## src/rtl/ram_sdp_init.sv

```systemverilog
// ram_sdp_init -- simple-dual-port synchronous RAM with a hardware clear sweep.
//
// One write port and one registered read port share a single clock. After
// reset, or when init_req is seen while idle, a sequencer writes INIT_VAL to
// every word (one word per cycle). User accesses are ignored while it runs, so
// nothing downstream can observe stale contents.
//
// Parameters
//   DATA_W    word width in bits
//   ADDR_W    address width in bits
//   DEPTH     number of words, 1..2**ADDR_W
//   RDW_MODE  same-address read during write: 0 = old data, 1 = new data
//   INIT_VAL  value written to every word by the clear sweep
//
// Ports
//   clk         in   rising-edge clock
//   rst_n       in   asynchronous active-low reset
//   we          in   write enable
//   write_addr  in   write address (ADDR_W)
//   data        in   write data (DATA_W)
//   re          in   read enable
//   read_addr   in   read address (ADDR_W)
//   q           out  registered read data (DATA_W)
//   q_valid     out  one-cycle pulse per accepted read
//   init_req    in   start a new clear sweep (only honoured while READY)
//   init_busy   out  clear sweep in progress
//   dbg_state   out  FSM state: 0 = INIT, 1 = READY
//
// Optional feature (macro RAM_PARITY_EN)
//   Each word carries an extra even-parity bit.
//   err_inject  in   with we, stores the inverted parity bit
//   parity_err  out  valid with q_valid: stored parity disagrees with word
//
// Handshake: there is no backpressure. A write is accepted on any rising edge
// where the FSM is READY, we=1 and write_addr<DEPTH. A read is accepted on any
// rising edge where the FSM is READY and re=1; its result appears on q with
// q_valid=1 right after that edge (latency 1). Out-of-range reads return 0.

module ram_sdp_init #(
  parameter int                DATA_W   = 8,
  parameter int                ADDR_W   = 6,
  parameter int                DEPTH    = 64,
  parameter int                RDW_MODE = 0,
  parameter logic [DATA_W-1:0] INIT_VAL = '0
) (
  input  logic              clk,
  input  logic              rst_n,
  input  logic              we,
  input  logic [ADDR_W-1:0] write_addr,
  input  logic [DATA_W-1:0] data,
  input  logic              re,
  input  logic [ADDR_W-1:0] read_addr,
  output logic [DATA_W-1:0] q,
  output logic              q_valid,
  input  logic              init_req,
  output logic              init_busy,
`ifdef RAM_PARITY_EN
  input  logic              err_inject,
  output logic              parity_err,
`endif
  output logic              dbg_state
);

`ifdef RAM_PARITY_EN
  localparam int MEM_W = DATA_W + 1;
`else
  localparam int MEM_W = DATA_W;
`endif

  // Index width into the physical array; DEPTH <= 2**ADDR_W so IDX_W <= ADDR_W.
  localparam int IDX_W = (DEPTH > 1) ? $clog2(DEPTH) : 1;

  // DEPTH may equal 2**ADDR_W, so range checks use one extra bit.
  localparam logic [ADDR_W:0]   DEPTH_L   = (ADDR_W + 1)'(DEPTH);
  localparam logic [ADDR_W-1:0] LAST_ADDR = ADDR_W'(DEPTH - 1);

  typedef enum logic {
    ST_INIT  = 1'b0,
    ST_READY = 1'b1
  } state_e;

  state_e            state_q, state_d;
  logic [ADDR_W-1:0] cnt_q, cnt_d;
  logic [DATA_W-1:0] q_q, q_d;
  logic              q_valid_q, q_valid_d;
  logic              parity_err_q, parity_err_d;

  logic [MEM_W-1:0]  mem [DEPTH];

  logic              wr_in_range;
  logic              rd_in_range;
  logic              user_we;
  logic [MEM_W-1:0]  user_word;
  logic [MEM_W-1:0]  init_word;
  logic [MEM_W-1:0]  rd_word;

  logic              mem_we;
  logic [ADDR_W-1:0] mem_waddr;
  logic [MEM_W-1:0]  mem_wdata;

  assign wr_in_range = ({1'b0, write_addr} < DEPTH_L);
  assign rd_in_range = ({1'b0, read_addr} < DEPTH_L);
  assign user_we     = we && wr_in_range;

  // Stored word layout: parity bit (if present) above the data bits.
`ifdef RAM_PARITY_EN
  assign user_word = {(^data) ^ err_inject, data};
  assign init_word = {^INIT_VAL, INIT_VAL};
`else
  assign user_word = data;
  assign init_word = INIT_VAL;
`endif

  // Array read with optional write-first bypass. In read-first mode the array
  // is read before the same-edge write lands, which yields the old word.
  always_comb begin
    rd_word = '0;
    if (rd_in_range) begin
      rd_word = mem[read_addr[IDX_W-1:0]];
      if ((RDW_MODE == 1) && user_we && (write_addr == read_addr)) begin
        rd_word = user_word;
      end
    end
  end

  // Next-state, write-port mux and read result.
  always_comb begin
    state_d      = state_q;
    cnt_d        = cnt_q;
    q_d          = q_q;
    q_valid_d    = 1'b0;
    parity_err_d = 1'b0;
    mem_we       = 1'b0;
    mem_waddr    = write_addr;
    mem_wdata    = user_word;

    case (state_q)
      ST_INIT: begin
        // Sweep owns the write port; user reads are ignored and q holds.
        mem_we    = 1'b1;
        mem_waddr = cnt_q;
        mem_wdata = init_word;
        if (cnt_q == LAST_ADDR) begin
          state_d = ST_READY;
          cnt_d   = '0;
        end else begin
          cnt_d = cnt_q + ADDR_W'(1);
        end
      end

      ST_READY: begin
        mem_we = user_we;
        if (re) begin
          q_valid_d = 1'b1;
          q_d       = rd_word[DATA_W-1:0];
`ifdef RAM_PARITY_EN
          // Out-of-range reads return an all-zero word, which is never an error.
          parity_err_d = rd_in_range && (rd_word[DATA_W] != (^rd_word[DATA_W-1:0]));
`endif
        end
        // The access in this same cycle still completes before the sweep starts.
        if (init_req) begin
          state_d = ST_INIT;
          cnt_d   = '0;
        end
      end

      default: begin
        state_d = ST_INIT;
        cnt_d   = '0;
      end
    endcase
  end

  always_ff @(posedge clk or negedge rst_n) begin
    if (!rst_n) begin
      state_q      <= ST_INIT;
      cnt_q        <= '0;
      q_q          <= '0;
      q_valid_q    <= 1'b0;
      parity_err_q <= 1'b0;
    end else begin
      state_q      <= state_d;
      cnt_q        <= cnt_d;
      q_q          <= q_d;
      q_valid_q    <= q_valid_d;
      parity_err_q <= parity_err_d;
    end
  end

  // Array storage carries no reset; the sweep establishes its contents.
  always_ff @(posedge clk) begin
    if (mem_we) begin
      mem[mem_waddr[IDX_W-1:0]] <= mem_wdata;
    end
  end

  assign q         = q_q;
  assign q_valid   = q_valid_q;
  assign init_busy = (state_q == ST_INIT);
  assign dbg_state = state_q;

`ifdef RAM_PARITY_EN
  assign parity_err = parity_err_q;
`else
  // Parity register is unused when storage carries no parity bit.
  logic unused_parity;
  assign unused_parity = parity_err_q;
`endif

endmodule
```

## config.mk

```make
export PLATFORM = sky130hd
export DESIGN_NAME = ram_sdp_init
export DESIGN_NICKNAME = d
export VERILOG_FILES = /design/src/rtl/ram_sdp_init.sv
export SDC_FILE = /design/constraint.sdc
export NUM_CORES = 1
export LEC_CHECK = 0
export ABC_AREA = 0
export BUFFER_PORTS_ARGS = -buffer_cell sky130_fd_sc_hd__buf_2
export CORE_MARGIN = 2
export CORE_UTILIZATION = 50
export CTS_BUF_LIST = sky130_fd_sc_hd__clkbuf_8
export CTS_CLUSTER_SIZE = 20
export DETAILED_ROUTE_END_ITERATION = 7
export PLACE_DENSITY_LB_ADDON = 0.1
export SETUP_SLACK_MARGIN = 0.4
export SLEW_MARGIN = 20
export SYNTH_ARGS = -nofsm -noshare
export SYNTH_HDL_FRONTEND = slang
export SYNTH_SLANG_ARGS = --single-unit
```

## constraint.sdc

```tcl
create_clock -name clk -period 3.9 [get_ports clk]
set_input_delay 0.195 -clock clk [delete_from_list [all_inputs] [get_ports clk]]
set_output_delay 0.195 -clock clk [all_outputs]
set_load 0.01 [all_outputs]
```

# Word level (Yosys, flattened, before mapping)
# Memory sizes are Yosys's and may differ from the RTL's. A register that Yosys moved wholly into a read port is not among the register bits.
# Cells that the tools add are included.
[op_classes] add_sub_neg=1 n_eq_ne=2 mux=13 bitwise=1 reduce_logical=2
[op_table] op="6-bit two-way mux" count=3
[op_table] op="6-bit case mux with 2 select lines" count=1
[op_table] op="8-bit two-way mux" count=1
[op_table] op="6-bit by 1-bit adder with 6-bit output, second input constant" count=1
[op_table] op="6-bit == test, second input constant" count=1
[op_table] op="1-bit two-way mux" count=6
[op_table] op="1-bit case mux with 2 select lines" count=2
[op_table] op="2-bit inequality test, second input constant" count=1
[op_table] op="2-bit AND reduction" count=1
[op_table] op="1-bit zero test" count=1
[op_table] op="1-bit inverter" count=1
[totals] ff_bits=8 ramBits=512 input_bits=25 output_inout_bits=11 n_memories=1
[mem_list] memory="mem" words=64 width=8 rd=1 rd_clocked_by_memory_dff=1 wr=1 line="88" rtl="logic [MEM_W-1:0] mem [DEPTH];"

# Depth between registers and ports, before layout
# Gate-level depths: netlist of the first run.
[logic_depth] word_depth=4 mapped_depth=8

# Worst setup path after synthesis of the first run
# Ideal clock, no wire load.
[synth_timing] path_type="register to register" start="reg state_q, in the netlist dbg_state" end="mem mem[0][0] (netlist bit) (data pin)" t_arrival_ns=2.045 t_required_ns=3.533 setup_slack_ns=1.488 stages_incl_launch_ff=5 n_path_buf=3 synth_period_minus_slack_ns=2.412 cell_sequence="dfrtp_1 buf_2 clkbuf_1 clkbuf_1 and2_1"
[synth_between] elab_chain_len=1
[synth_lines] item="start: declaration" line="82" rtl="state_e state_q, state_d;"
[synth_lines] item="start signal: assignment" line="183" rtl="state_q <= state_d;"
[synth_lines] item="8-bit two-way mux" line="137" rtl="case (state_q)"
[synth_lines] item="via mem_wdata[0]" line="99" rtl="logic [MEM_W-1:0] mem_wdata;"
[synth_lines] item="end: declaration" line="88"
# The timed path passes the listed nets, and every way through them passes these cells.

# Worst setup path in the final report of the first run
[layout_timing] start="reg state_q, in the netlist dbg_state" end="mem mem[18][2] (netlist bit), enable pin"
[layout_between] elab_chain_len=4 elab_cells_between_ends=5 classes_between="4 x mux; 1 x bitwise"
[layout_lines] item="1-bit inverter"
[layout_lines] item="1-bit case mux with 2 select lines" line="137"
[layout_lines] item="1-bit two-way mux" line="193" rtl="if (mem_we) begin"
[layout_lines] item="1-bit two-way mux (not written as such)" line="194" rtl="mem[mem_waddr[IDX_W-1:0]] <= mem_wdata;"
# Several ways; a longest one is shown, not always the timed one.

==> results of run 1 <==
-- worst max-delay path by stage --
stage                          from  cells after the start         end
after detailed placement  dbg_state                      5  mem[18][2]
after CTS                 dbg_state                      5  mem[18][2]
after global routing      dbg_state                      4  mem[18][2]
after floorplan           dbg_state                      4   mem[0][0]
final                     dbg_state                      4  mem[18][2]
after global placement    dbg_state                      5  mem[18][2]
-- routing by layer --
layer | GRT usage, % | share of wire (%) | vias up
met5 | 0 | 0 | -
met1 | 34.1 | 45 | 5490
met4 | 6.53 | 1.6 | 0
met2 | 33.8 | 46 | 450
met3 | 4.30 | 7.3 | 58
li1 | - | - | 4555
-- area by class of cell --
type	count	area, um2
flip-flops and latches	528	15800
well taps	532	666
clock inverters	65	357
repair buffers	65	463
multi-input cells	479	4680
inverters	4	15.0
clock buffers	87	1200
fillers	3193	17800
-- repair_timing --
action	4_1_cts	5_1_grt
endpoints found under the hold margin	30	0
gates resized for setup	0	0
hold buffers	5	0
-- registers in the layout (all words and copies together) (netlist names) --
register,cells
q,8
dbg_state,1
q_valid,1
mem,512
cnt_q,6
-- worst max-delay path, stage by stage (launching register included) --
cell	delay (ns)
dfrtp_1	0.79
inv_1	0.28
o31ai_1	0.38
nand2_1	0.32
nor2_1	0.78
-- metrics by stage --
step | hold slack (ns) | worst slack (ns) | util, %
final | 0.286 | 0.931 | 56.6
after floorplan | -0.101 | 1.49 | -
after global placement | 0.131 | 1.01 | 52.6
after CTS | 0.261 | 0.922 | 56.6
after detailed placement | 0.131 | 0.941 | 52.6
after global routing | 0.302 | 0.747 | 56.6
-- cells in the mapped netlist (2+ instances only) --
| cell type | n | area (um2) |
|---|---|---|
| buf_2 | 13 | 65.1 |
| o22ai_1 | 34 | 213 |
| and3_1 | 2 | 12.5 |
| buf_4 | 11 | 82.6 |
| a22o_1 | 8 | 70.1 |
| and2_1 | 9 | 56.3 |
| or3_1 | 2 | 12.5 |
| nand2_1 | 53 | 199 |
| a211oi_1 | 16 | 120 |
| nor2_1 | 70 | 263 |
| buf_6 | 6 | 67.6 |
| o211ai_1 | 8 | 60.1 |
| buf_8 | 2 | 30.0 |
| o21a_1 | 2 | 15.0 |
| mux4_2 | 96 | 2160 |
| dfrtp_1 | 16 | 400 |
| nor2b_1 | 11 | 68.8 |
| o21ai_0 | 9 | 45.0 |
| nand3b_1 | 2 | 15.0 |
| or2_2 | 2 | 12.5 |
| o31ai_1 | 2 | 15.0 |
| inv_1 | 4 | 15.0 |
| mux2_2 | 32 | 360 |
| a2111oi_0 | 8 | 70.1 |
| a22oi_1 | 16 | 120 |
| edfxtp_1 | 512 | 15400 |
| nor3_1 | 16 | 80.1 |
| clkbuf_1 | 14 | 52.6 |
| nand2b_1 | 5 | 31.3 |
| mux2i_1 | 41 | 410 |
| and3b_1 | 3 | 26.3 |
| o32ai_1 | 2 | 17.5 |
| nand3_1 | 14 | 70.1 |
| buf_1 | 11 | 41.3 |
-- power groups by stage --
| stage | Clock, mW | Combinational, mW | Sequential, mW |
|---|---|---|---|
| floorplan | 0 | 0.968 | 6.99 |
| detailed placement | 0 | 1.59 | 7.06 |
| global placement | 0 | 1.58 | 7.04 |
| CTS | 4.50 | 1.60 | 6.94 |
| finish | 4.41 | 1.59 | 6.94 |
| global route | 4.74 | 1.70 | 6.97 |
-- cell families (layout without fill, tap and decap cells) --
kind of cell / count (synthesis) / after routing / synth area share, %
xor+xnor: 2 / 2 / 0.0842
buf+inv: 62 / 221 / 1.74
fa+ha+maj: 1 / 1 / 0.0601
compound gates: 112 / 112 / 3.84
simple gates: 194 / 194 / 4.28
mux: 170 / 170 / 14.2
flops: 528 / 528 / 75.8
==> metrics, run 1 <==
part of the power in combinational logic=12.3%; synth unique cells=51; Synth-to-Final Area Change=11.3%; Clock H-tree levels=3; critical path class=reg2reg; DRT Wirelength=48.2 mm; Clock Path Buffers=3; Chip Width=208 um; Port Buf Inserts=35; Finished Cell Area=23100 um2; Root Buffer=clkbuf_8; Die Area=43200 um2; Reg clk slew, reported paths=0.06 ns; Synth Instances=1069; CP max FO=23; commonest non-fill, non-tap cell in the layout=edfxtp_1; nets@finish=1187; share of power burned in registers=53.7%; DR vias=10553; Sw Ratio=26.5%; number of cells on the worst hold path=2; Hold Path Sink=mem[24][6]; Max-cap violations=0; DR DRC count=0; RSZ-0062 raised after global routing=false; setup TNS=0 ns; worst r2r dst=mem[18][2]; # setup viols final=0; Cell Area, Synth=20800 um2; register bit total from synthesis=528; dpl cell area=21500 um2; initial core utilization=50.8%; diode count=0; Post-synth EDFFs=512; Power Total=12.9 mW; gr usage total=22.5%; Cell Pwr Density=559 nW/um2; Worst Reg-to-Reg Cells=4; Fmax=337 MHz; Critical Path AT=3.22 ns; vias in the first global route=10691; ys async rst share=3.03%; fin crit share=76.1%; RePlAce Congestion=0.890; non-filler cells in the finished layout=1760; Pleak=7.66 nW; vias per cell=6.00; Synth Net Count=1095; antenna violations before repair=0; drt initial violations=1082; first-pass GRT wire length=70.9 mm; largest net degree at the start of global routing=70; Worst Skew=0.0347 ns; Setup Fix Bufs, Post-CTS=0; Pre-antenna DRT Iters=6; NetSw=3.43 mW; row cnt=74; placed cell count=1603; Clock Sinks=528; Critical Path RT=4.15 ns; Primary FF master, synth=edfxtp_1; status=complete, no violations; worst reg2reg setup slack=0.93 ns; Die Y=208 um; Routed Antenna Nets=0; Max VDD drop=296 uV; worst hold path startpoint=data[6]; min Tclk post-route=2.97 ns; Slew HR=33.5%; commonest non-fill, non-tap cells in the layout=edfxtp_1, mux4_2, clkbuf_8; wire per inst=27.4 um; Int Pwr=9.51 mW; GRT overflow=0; Fin. Hold Viols=0; register area share after synthesis=75.8%; share of cells above drive strength 1=24.9%; Syn. warnings=0; DPL Wire Length=29.7 mm; crit start category=register; Max Slew Vio Count=0; reg2reg start=dbg_state; HP Class=in2reg; CTS tree=built; CP endpoint kind=register; Clk Latency, worst-skew pair=0.65 ns; cts bufs inserted=83; Clk network pwr share=34.1%; Mean Syn Cell Area=19.5 um2; core area=40900 um2; worst slew pin tran=0.997 ns; io pins=36
Note: power is estimated with default switching activity, not from simulation.
==> run 2: changes to the inputs <==
- clock period: 3.9 -> 3 ns (I/O delays scaled with it)
==> metrics, run 2 (synthesis results as in run 1) <==
DPL Wire Length=29.4 mm; placed cell count=1659; CP max FO=24; DR vias=10647; Worst Reg-to-Reg Cells=4; worst r2r dst=mem[43][2]; commonest non-fill, non-tap cells in the layout=edfxtp_1, mux4_2, clkbuf_8; filler instances=3070; Die Area=43200 um2; io pins=36; share of cells above drive strength 1=29.1%; vias per cell=5.85; Int Pwr=12.5 mW; Setup Fix Bufs, Post-CTS=0; Critical Path AT=2.79 ns; Max VDD drop=351 uV; vias in the first global route=10938; share of power burned in registers=53.1%; antenna violations before repair=0; Slew HR=45.7%; row cnt=74; part of the power in combinational logic=13.1%; Pleak=8.00 nW; crit start category=register; min Tclk post-route=2.45 ns; Hold Path Sink=mem[40][4]; commonest non-fill, non-tap cell in the layout=edfxtp_1; worst slew pin tran=0.811 ns; initial core utilization=50.8%; Clock Sinks=528; cts bufs inserted=86; # setup viols final=0; non-filler cells in the finished layout=1819; GRT overflow=0; Die Y=208 um; DRT Wirelength=47.7 mm; Clock Path Buffers=3; Reg clk slew, reported paths=0.06 ns; nets@finish=1246; NetSw=4.48 mW; setup TNS=0 ns; CTS tree=built; CP endpoint kind=register; gr usage total=22.5%; drt initial violations=1034; HP Class=in2reg; Largest register FFs=512; status=complete, no violations; Routed Antenna Nets=0; Synth-to-Final Area Change=14.1%; Clk Latency, worst-skew pair=0.64 ns; Clock H-tree levels=3; core area=40900 um2; number of cells on the worst hold path=2; Critical Path RT=3.34 ns; reg2reg start=dbg_state; fin crit share=81.6%; Worst Skew=0.0289 ns; Max Slew Vio Count=0; RePlAce Congestion=0.825; Fin. Hold Viols=0; Sw Ratio=26.4%; wire per inst=26.2 um; Port Buf Inserts=35; largest net degree at the start of global routing=65; critical path class=reg2reg; worst reg2reg setup slack=0.55 ns; Cell Pwr Density=715 nW/um2; DR DRC count=0; Max-cap violations=0; Root Buffer=clkbuf_8; Pre-antenna DRT Iters=5; first-pass GRT wire length=70.5 mm; Chip Width=208 um; Clk network pwr share=33.9%; RSZ-0062 raised after global routing=false; Fmax=409 MHz; worst hold path startpoint=data[4]
run 2: cell type report:
cell class,instances,area (um2),area share (%)
Antenna cell,1,2.50,0.0105
Clock buffer,92,1270,5.33
Clock inverter,62,312,1.31
Inverter,4,15.0,0.0632
Multi-Input combinational cell,479,4700,19.8
Sequential cell,528,15800,66.4
Tap cell,532,666,2.80
Timing Repair Buffer,121,1010,4.25
run 2: power groups by stage:
stage | logic (mW) | registers [mW] | clock network (mW)
floorplan | 1.26 | 9.08 | 0
global placement | 2.18 | 9.14 | 0
detailed placement | 2.20 | 9.16 | 0
CTS | 2.23 | 9.01 | 5.90
global route | 2.39 | 9.05 | 6.21
finish | 2.22 | 9.02 | 5.75
run 2: metal layers:
| layer | GRT usage [%] | share of wire (%) | vias to the layer above |
|---|---|---|---|
| li1 | - | - | 4682 |
| met1 | 32.8 | 44 | 5500 |
| met2 | 34.6 | 47 | 396 |
| met3 | 4.71 | 7.3 | 69 |
| met4 | 6.51 | 1.8 | 0 |
| met5 | 0 | 0 | - |
run 2: timing repair:
action / in CTS / in global routing
resized for setup: 9 / 3
hold endpoints to repair: 32 / 0
hold buffers: 5 / 0
endpoints found under the setup margin: 164 / 246
run 2: how the worst max path moves through the flow:
stage / start / end / slack [ns] / cells past startpoint
finish: dbg_state / mem[43][2] / 0.55 / 4
global route: dbg_state / mem[2][5] / 0.44 / 4
CTS: dbg_state / mem[18][1] / 0.31 / 5
detailed placement: dbg_state / mem[40][5] / 0.02 / 3
global placement: dbg_state / mem[40][5] / 0.08 / 3
floorplan: dbg_state / mem[0][0] / 0.59 / 4
run 2: critical path, stage by stage (launching register included):
cell	delay (ns)
dfrtp_2	0.60
mux2i_1	0.45
nand2_1	0.35
nor2_1	0.51
buf_4	0.23
run 2: through the flow:
step | cell area [um2] | power (mW) | setup slack [ns] | utilization [%] | hold WS, ns
CTS | 23700 | 17.1 | 0.312 | 58.0 | 0.116
floorplan | 20800 | 10.3 | 0.588 | - | -0.146
global route | 23700 | 17.7 | 0.441 | 58.0 | 0.138
global placement | 22100 | 11.3 | 0.0781 | 54.0 | 0.0791
finish | 23700 | 17.0 | 0.552 | 58.0 | 0.144
detailed placement | 22100 | 11.4 | 0.0233 | 54.0 | 0.0850
